`src/rtl/decoder_serial_framer.sv`:
```
`default_nettype none
//==============================================================================
// Module : decoder_serial_framer
// Brief  : Synchronises a serial pin and frames start / WORD_W data (LSB first)
//          / stop into parallel words behind a one-entry valid/ready register.
//          Define DECODER_FRAMER_PARITY_EN to add an even-parity bit before stop.
// Rev    : 1.0 - initial release
//==============================================================================
module decoder_serial_framer #(
    parameter int WORD_W      = 7,
    parameter int OVERSAMPLE  = 4,
    parameter int SYNC_STAGES = 2
) (
    input  logic              clock,
    input  logic              reset,
    input  logic              serial_in,
    output logic [WORD_W-1:0] word_out,
    output logic              word_valid,
    input  logic              word_ready,
    output logic              frame_err,
    output logic              overrun
);

    localparam int c_CNT_W = (OVERSAMPLE > 2) ? $clog2(OVERSAMPLE) : 1;
    localparam int c_BIT_W = $clog2(WORD_W + 1);
    localparam logic [c_CNT_W-1:0] c_CNT_HALF = c_CNT_W'(OVERSAMPLE / 2 - 1);
    localparam logic [c_CNT_W-1:0] c_CNT_FULL = c_CNT_W'(OVERSAMPLE - 1);
    localparam logic [c_BIT_W-1:0] c_BIT_LAST = c_BIT_W'(WORD_W - 1);

    typedef enum logic [2:0] {
        S_BREAK  = 3'd0,
        S_IDLE   = 3'd1,
        S_START  = 3'd2,
        S_DATA   = 3'd3,
        S_STOP   = 3'd4
`ifdef DECODER_FRAMER_PARITY_EN
        ,
        S_PARITY = 3'd5
`endif
    } state_t;

    logic [SYNC_STAGES-1:0] r_sync;
    logic                   w_sync_q;

    state_t                 r_state;
    state_t                 w_state_nxt;
    logic [c_CNT_W-1:0]     r_cnt;
    logic [c_CNT_W-1:0]     w_cnt_nxt;
    logic [c_BIT_W-1:0]     r_bit;
    logic [c_BIT_W-1:0]     w_bit_nxt;
    logic [WORD_W-1:0]      r_shift;
    logic [WORD_W-1:0]      w_shift_nxt;
    logic                   w_word_done;
    logic                   w_word_bad;
`ifdef DECODER_FRAMER_PARITY_EN
    logic                   r_par_err;
    logic                   w_par_err_nxt;
`endif

    logic [WORD_W-1:0]      r_word;
    logic                   r_valid;
    logic                   r_frame_err;
    logic                   r_overrun;

    // Synchroniser resets to the idle (high) line level.
    always_ff @(posedge clock) begin
        if (reset) begin
            r_sync <= '1;
        end else begin
            r_sync <= {r_sync[SYNC_STAGES-2:0], serial_in};
        end
    end

    assign w_sync_q = r_sync[SYNC_STAGES-1];

    always_ff @(posedge clock) begin
        if (reset) begin
            r_state <= S_BREAK;
        end else begin
            r_state <= w_state_nxt;
        end
    end

    always_comb begin
        w_state_nxt   = r_state;
        w_cnt_nxt     = r_cnt + 1'b1;
        w_bit_nxt     = r_bit;
        w_shift_nxt   = r_shift;
        w_word_done   = 1'b0;
        w_word_bad    = 1'b0;
`ifdef DECODER_FRAMER_PARITY_EN
        w_par_err_nxt = r_par_err;
`endif
        case (r_state)
            S_BREAK: begin
                w_cnt_nxt = '0;
                if (w_sync_q) begin
                    w_state_nxt = S_IDLE;
                end
            end
            S_IDLE: begin
                w_cnt_nxt = '0;
                w_bit_nxt = '0;
                if (!w_sync_q) begin
                    w_state_nxt = S_START;
                end
            end
            S_START: begin
                // A start bit that is high again at mid-bit is a glitch.
                if (r_cnt == c_CNT_HALF) begin
                    w_cnt_nxt   = '0;
                    w_state_nxt = w_sync_q ? S_IDLE : S_DATA;
                end
            end
            S_DATA: begin
                if (r_cnt == c_CNT_FULL) begin
                    w_cnt_nxt   = '0;
                    w_shift_nxt = {w_sync_q, r_shift[WORD_W-1:1]};
                    if (r_bit == c_BIT_LAST) begin
                        w_bit_nxt   = '0;
`ifdef DECODER_FRAMER_PARITY_EN
                        w_state_nxt = S_PARITY;
`else
                        w_state_nxt = S_STOP;
`endif
                    end else begin
                        w_bit_nxt = r_bit + 1'b1;
                    end
                end
            end
`ifdef DECODER_FRAMER_PARITY_EN
            S_PARITY: begin
                if (r_cnt == c_CNT_FULL) begin
                    w_cnt_nxt     = '0;
                    w_par_err_nxt = (^r_shift) ^ w_sync_q;
                    w_state_nxt   = S_STOP;
                end
            end
`endif
            S_STOP: begin
                if (r_cnt == c_CNT_FULL) begin
                    w_cnt_nxt = '0;
                    if (!w_sync_q) begin
                        w_word_bad  = 1'b1;
                        w_state_nxt = S_BREAK;
`ifdef DECODER_FRAMER_PARITY_EN
                    end else if (r_par_err) begin
                        w_word_bad  = 1'b1;
                        w_state_nxt = S_IDLE;
`endif
                    end else begin
                        w_word_done = 1'b1;
                        w_state_nxt = S_IDLE;
                    end
                end
            end
            default: begin
                w_state_nxt = S_BREAK;
            end
        endcase
    end

    always_ff @(posedge clock) begin
        if (reset) begin
            r_cnt       <= '0;
            r_bit       <= '0;
            r_shift     <= '0;
`ifdef DECODER_FRAMER_PARITY_EN
            r_par_err   <= 1'b0;
`endif
            r_word      <= '0;
            r_valid     <= 1'b0;
            r_frame_err <= 1'b0;
            r_overrun   <= 1'b0;
        end else begin
            r_cnt       <= w_cnt_nxt;
            r_bit       <= w_bit_nxt;
            r_shift     <= w_shift_nxt;
`ifdef DECODER_FRAMER_PARITY_EN
            r_par_err   <= w_par_err_nxt;
`endif
            r_frame_err <= w_word_bad;
            r_overrun   <= w_word_done && r_valid && !word_ready;
            // A consume and a load on the same edge keep the register full.
            if (w_word_done && (!r_valid || word_ready)) begin
                r_word  <= r_shift;
                r_valid <= 1'b1;
            end else if (r_valid && word_ready) begin
                r_valid <= 1'b0;
            end
        end
    end

    assign word_out   = r_word;
    assign word_valid = r_valid;
    assign frame_err  = r_frame_err;
    assign overrun    = r_overrun;

endmodule
`default_nettype wire

```
`config.mk`:
```
export PLATFORM = sky130hd
export DESIGN_NAME = decoder_serial_framer
export DESIGN_NICKNAME = d
export VERILOG_FILES = /design/src/rtl/decoder_serial_framer.sv
export SDC_FILE = /design/constraint.sdc
export NUM_CORES = 1
export LEC_CHECK = 0
export ABC_AREA = 1
export ABC_CLOCK_PERIOD_IN_PS = 1200
export CORE_UTILIZATION = 48
export DETAILED_ROUTE_END_ITERATION = 8
export PLACE_DENSITY = 0.82
export SYNTH_ARGS = -nofsm -noshare
export SYNTH_HDL_FRONTEND = slang
export SYNTH_SLANG_ARGS = --single-unit
export TNS_END_PERCENT = 10
```
`constraint.sdc`:
```
create_clock -name clock -period 1.2 [get_ports clock]
set_input_delay 0.24 -clock clock [delete_from_list [all_inputs] [get_ports clock]]
set_output_delay 0.24 -clock clock [all_outputs]
set_load 0.1 [all_outputs]
```
==> out/qor.csv <==
metric;value;unit
outcome;finished, violations left;
failing checks;setup timing;
Max stage delay cell, worst path;dfxtp_2;
syn nets;156;
WP data required;1.44;ns
Syn-to-layout area delta;51.8;%
Max Freq;0.712;GHz
Total GRT Usage;0.247;
CTS tree;built;
Clock Latency Late Sink;0.33;ns
Worst path max stage delay;0.37;ns
largest net degree at the start of global routing;15;
IO Pins;14;
die area;2640;um^2
Worst Skew;0.00176;ns
clock-pin slew on the worst setup and hold paths;0.14;ns
count of state elements after synthesis;27;
Fin. Hold Viols;0;
worst-case clock buffer depth;2;
crit path cell chain;nor2_2, nand2_1, nor2_2, nand3_4, o21ai_0, nor2_1;
grt ovf;0;
# hold bufs at CTS;0;
drt first pass iters;4;
global-route wire length before repair;4.76;mm
worst setup margin;-0.205;ns
RSZ-0062 raised after global routing;true;
PwrDens;1320;nW/um^2
Core Area;2250;um^2
top cell type's share of synthesized area;0.463;
Data arrival, critical path;1.64;ns
CP delay by family, top;simple AND/OR/NAND/NOR gates;
Starting Density;0.518;
worst vdd ir;0.00105;V
Cells after Synth;148;
Post-Route WL;3.34;mm
final core utilization;0.787;
Final Net Count;193;
# setup viols final;21;
pins over their slew limit;0;
setup_tns;-1.37;ns
Synth Area per Inst;7.90;um^2
DR vias/cell;5.59;
Post-DP HPWL;1.97;mm
vias in the first global route;1107;
Die Span X;51.3;um
CTS buffer count;3;
worst-margin pin slew;0.338;ns
Area contributors post-synth;dfxtp_1 (46%), nand2_1 (8.7%), nor2_1 (6.7%);
Inserted Diodes;0;
Avg WL per Cell;15.8;um
Final ANT Viol Nets;0;
CP endpoint kind;register;
leakage power;0.738;nW
number of cell rows;17;
synth warn;0;
Hold Crit Class;register to register;
root buf cell;clkbuf_4;
Final Cycle Share;1.17;
Via Count;1186;
Crit Path Class;register to register;
Placer Congestion;0.863;
filler instances;137;
relative slew slack;0.773;
Final Critical Period;1.41;ns
Mapped Area;1170;um^2
initial antenna violation count;0;
power after layout;2.34;mW
Synth area leader;dfxtp_1;
CTS sink count;27;
critical path launch point type;register;
Die Height;51.3;um
1st-iter DRT viols;28;
Max-Cap Viols;0;
Buf/Inv on CP;0;
Most common cell on crit path;nor2_2;
share of cells above drive strength 1;0.478;
dpl ws;-0.209;ns
highest net fanout along the worst path;8;
IO buf count;13;
drt drc;0;
Max H-tree Level;1;
register area share after synthesis;0.463;
Yosys cell types;26;
[power by group]
| group | internal [mW] | switching (mW) |
|---|---|---|
| clock network | 0.131 | 0.265 |
| registers | 0.953 | 0.0700 |
| logic | 0.404 | 0.514 |
| total | 1.49 | 0.849 |
[stage by stage]
| stage | cells | cell area (um^2) | hold slack [ns] |
|---|---|---|---|
| after floorplan | 148 | 1170 | 0.317 |
| after global placement | 203 | 1550 | 0.394 |
| after detailed placement | 203 | 1550 | 0.405 |
| after CTS | 208 | 1660 | 0.437 |
| after global routing | 212 | 1770 | 0.449 |
| final | 212 | 1770 | 0.439 |
[timing repair]
| action | CTS | global route |
|---|---|---|
| buffers inserted | 1 | 4 |
| hold endpoints to repair | 0 | 0 |
| setup endpoints to repair | 17 | 27 |
| gates resized for setup | 27 | 29 |
| pin swaps | 3 | 10 |
[Yosys cell counts (all sizes together)]
cell    instances
a211oi          1
a21oi          11
clkbuf          2
clkinv          1
dfxtp          27
ha              4
inv            16
nand2          33
nand3           8
nor2           26
nor3            2
nor4            1
o21a            1
o21ai          10
o21ba           1
o21bai          1
o31ai           1
or2             2
[worst paths after layout]
path	slack [ns]	to	start	cells past startpoint
hold reg to reg	0.44	r_sync[1]	r_sync[0]	1
setup / recovery	-0.21	word_out[1]	r_state[0]	6
hold / removal	0.44	r_sync[1]	r_sync[0]	1
setup reg to reg	-0.21	word_out[1]	r_state[0]	6
[layout make-up]
cell class	instances	area [um^2]	area share
multi-input cells	102	682	0.384
inverters	17	76.3	0.0430
clock buffers	4	26.3	0.0148
flip-flops and latches	27	567	0.319
well taps	28	35.0	0.0197
repair buffers	34	388	0.219
[routing by layer]
layer / vias up / routed length (um) / track usage
met5: - / 0 / 0
met4: 0 / 166 / 0.153
met3: 26 / 224 / 0.0565
met2: 85 / 1760 / 0.443
met1: 532 / 1190 / 0.257
li1: 543 / - / -
[registers in the layout, summed over array words and instances (netlist names)]
name / count
r_state: 3
word_out: 7
frame_err: 1
overrun: 1
word_valid: 1
r_bit: 3
r_cnt: 2
r_shift: 7
r_sync: 2
[logic make-up (layout without fill, tap and decap cells)]
| family | count (synthesis) | in the layout | synth area share |
|---|---|---|---|
| AOI/OAI and AO/OA | 26 | 26 | 0.124 |
| and+or+nand+nor | 72 | 72 | 0.304 |
| adders and majority gates | 4 | 4 | 0.0428 |
| DFF | 27 | 27 | 0.463 |
| buffers and inverters | 19 | 55 | 0.0664 |
[cells in the final DEF (no fill, tap or decap), drive strengths merged]
cell and count:
nand2 33, buf 31, dfxtp 27, nor2 26, inv 16, a21oi 11, o21ai 10, nand3 8
ha 4, clkbuf 4, clkdlybuf4s50 3, or2 2, nor3 2, clkinv 1, o21a 1, o21bai 1
o21ba 1, nor4 1, o31ai 1, a211oi 1
Power figures use the tool's default switching activity.
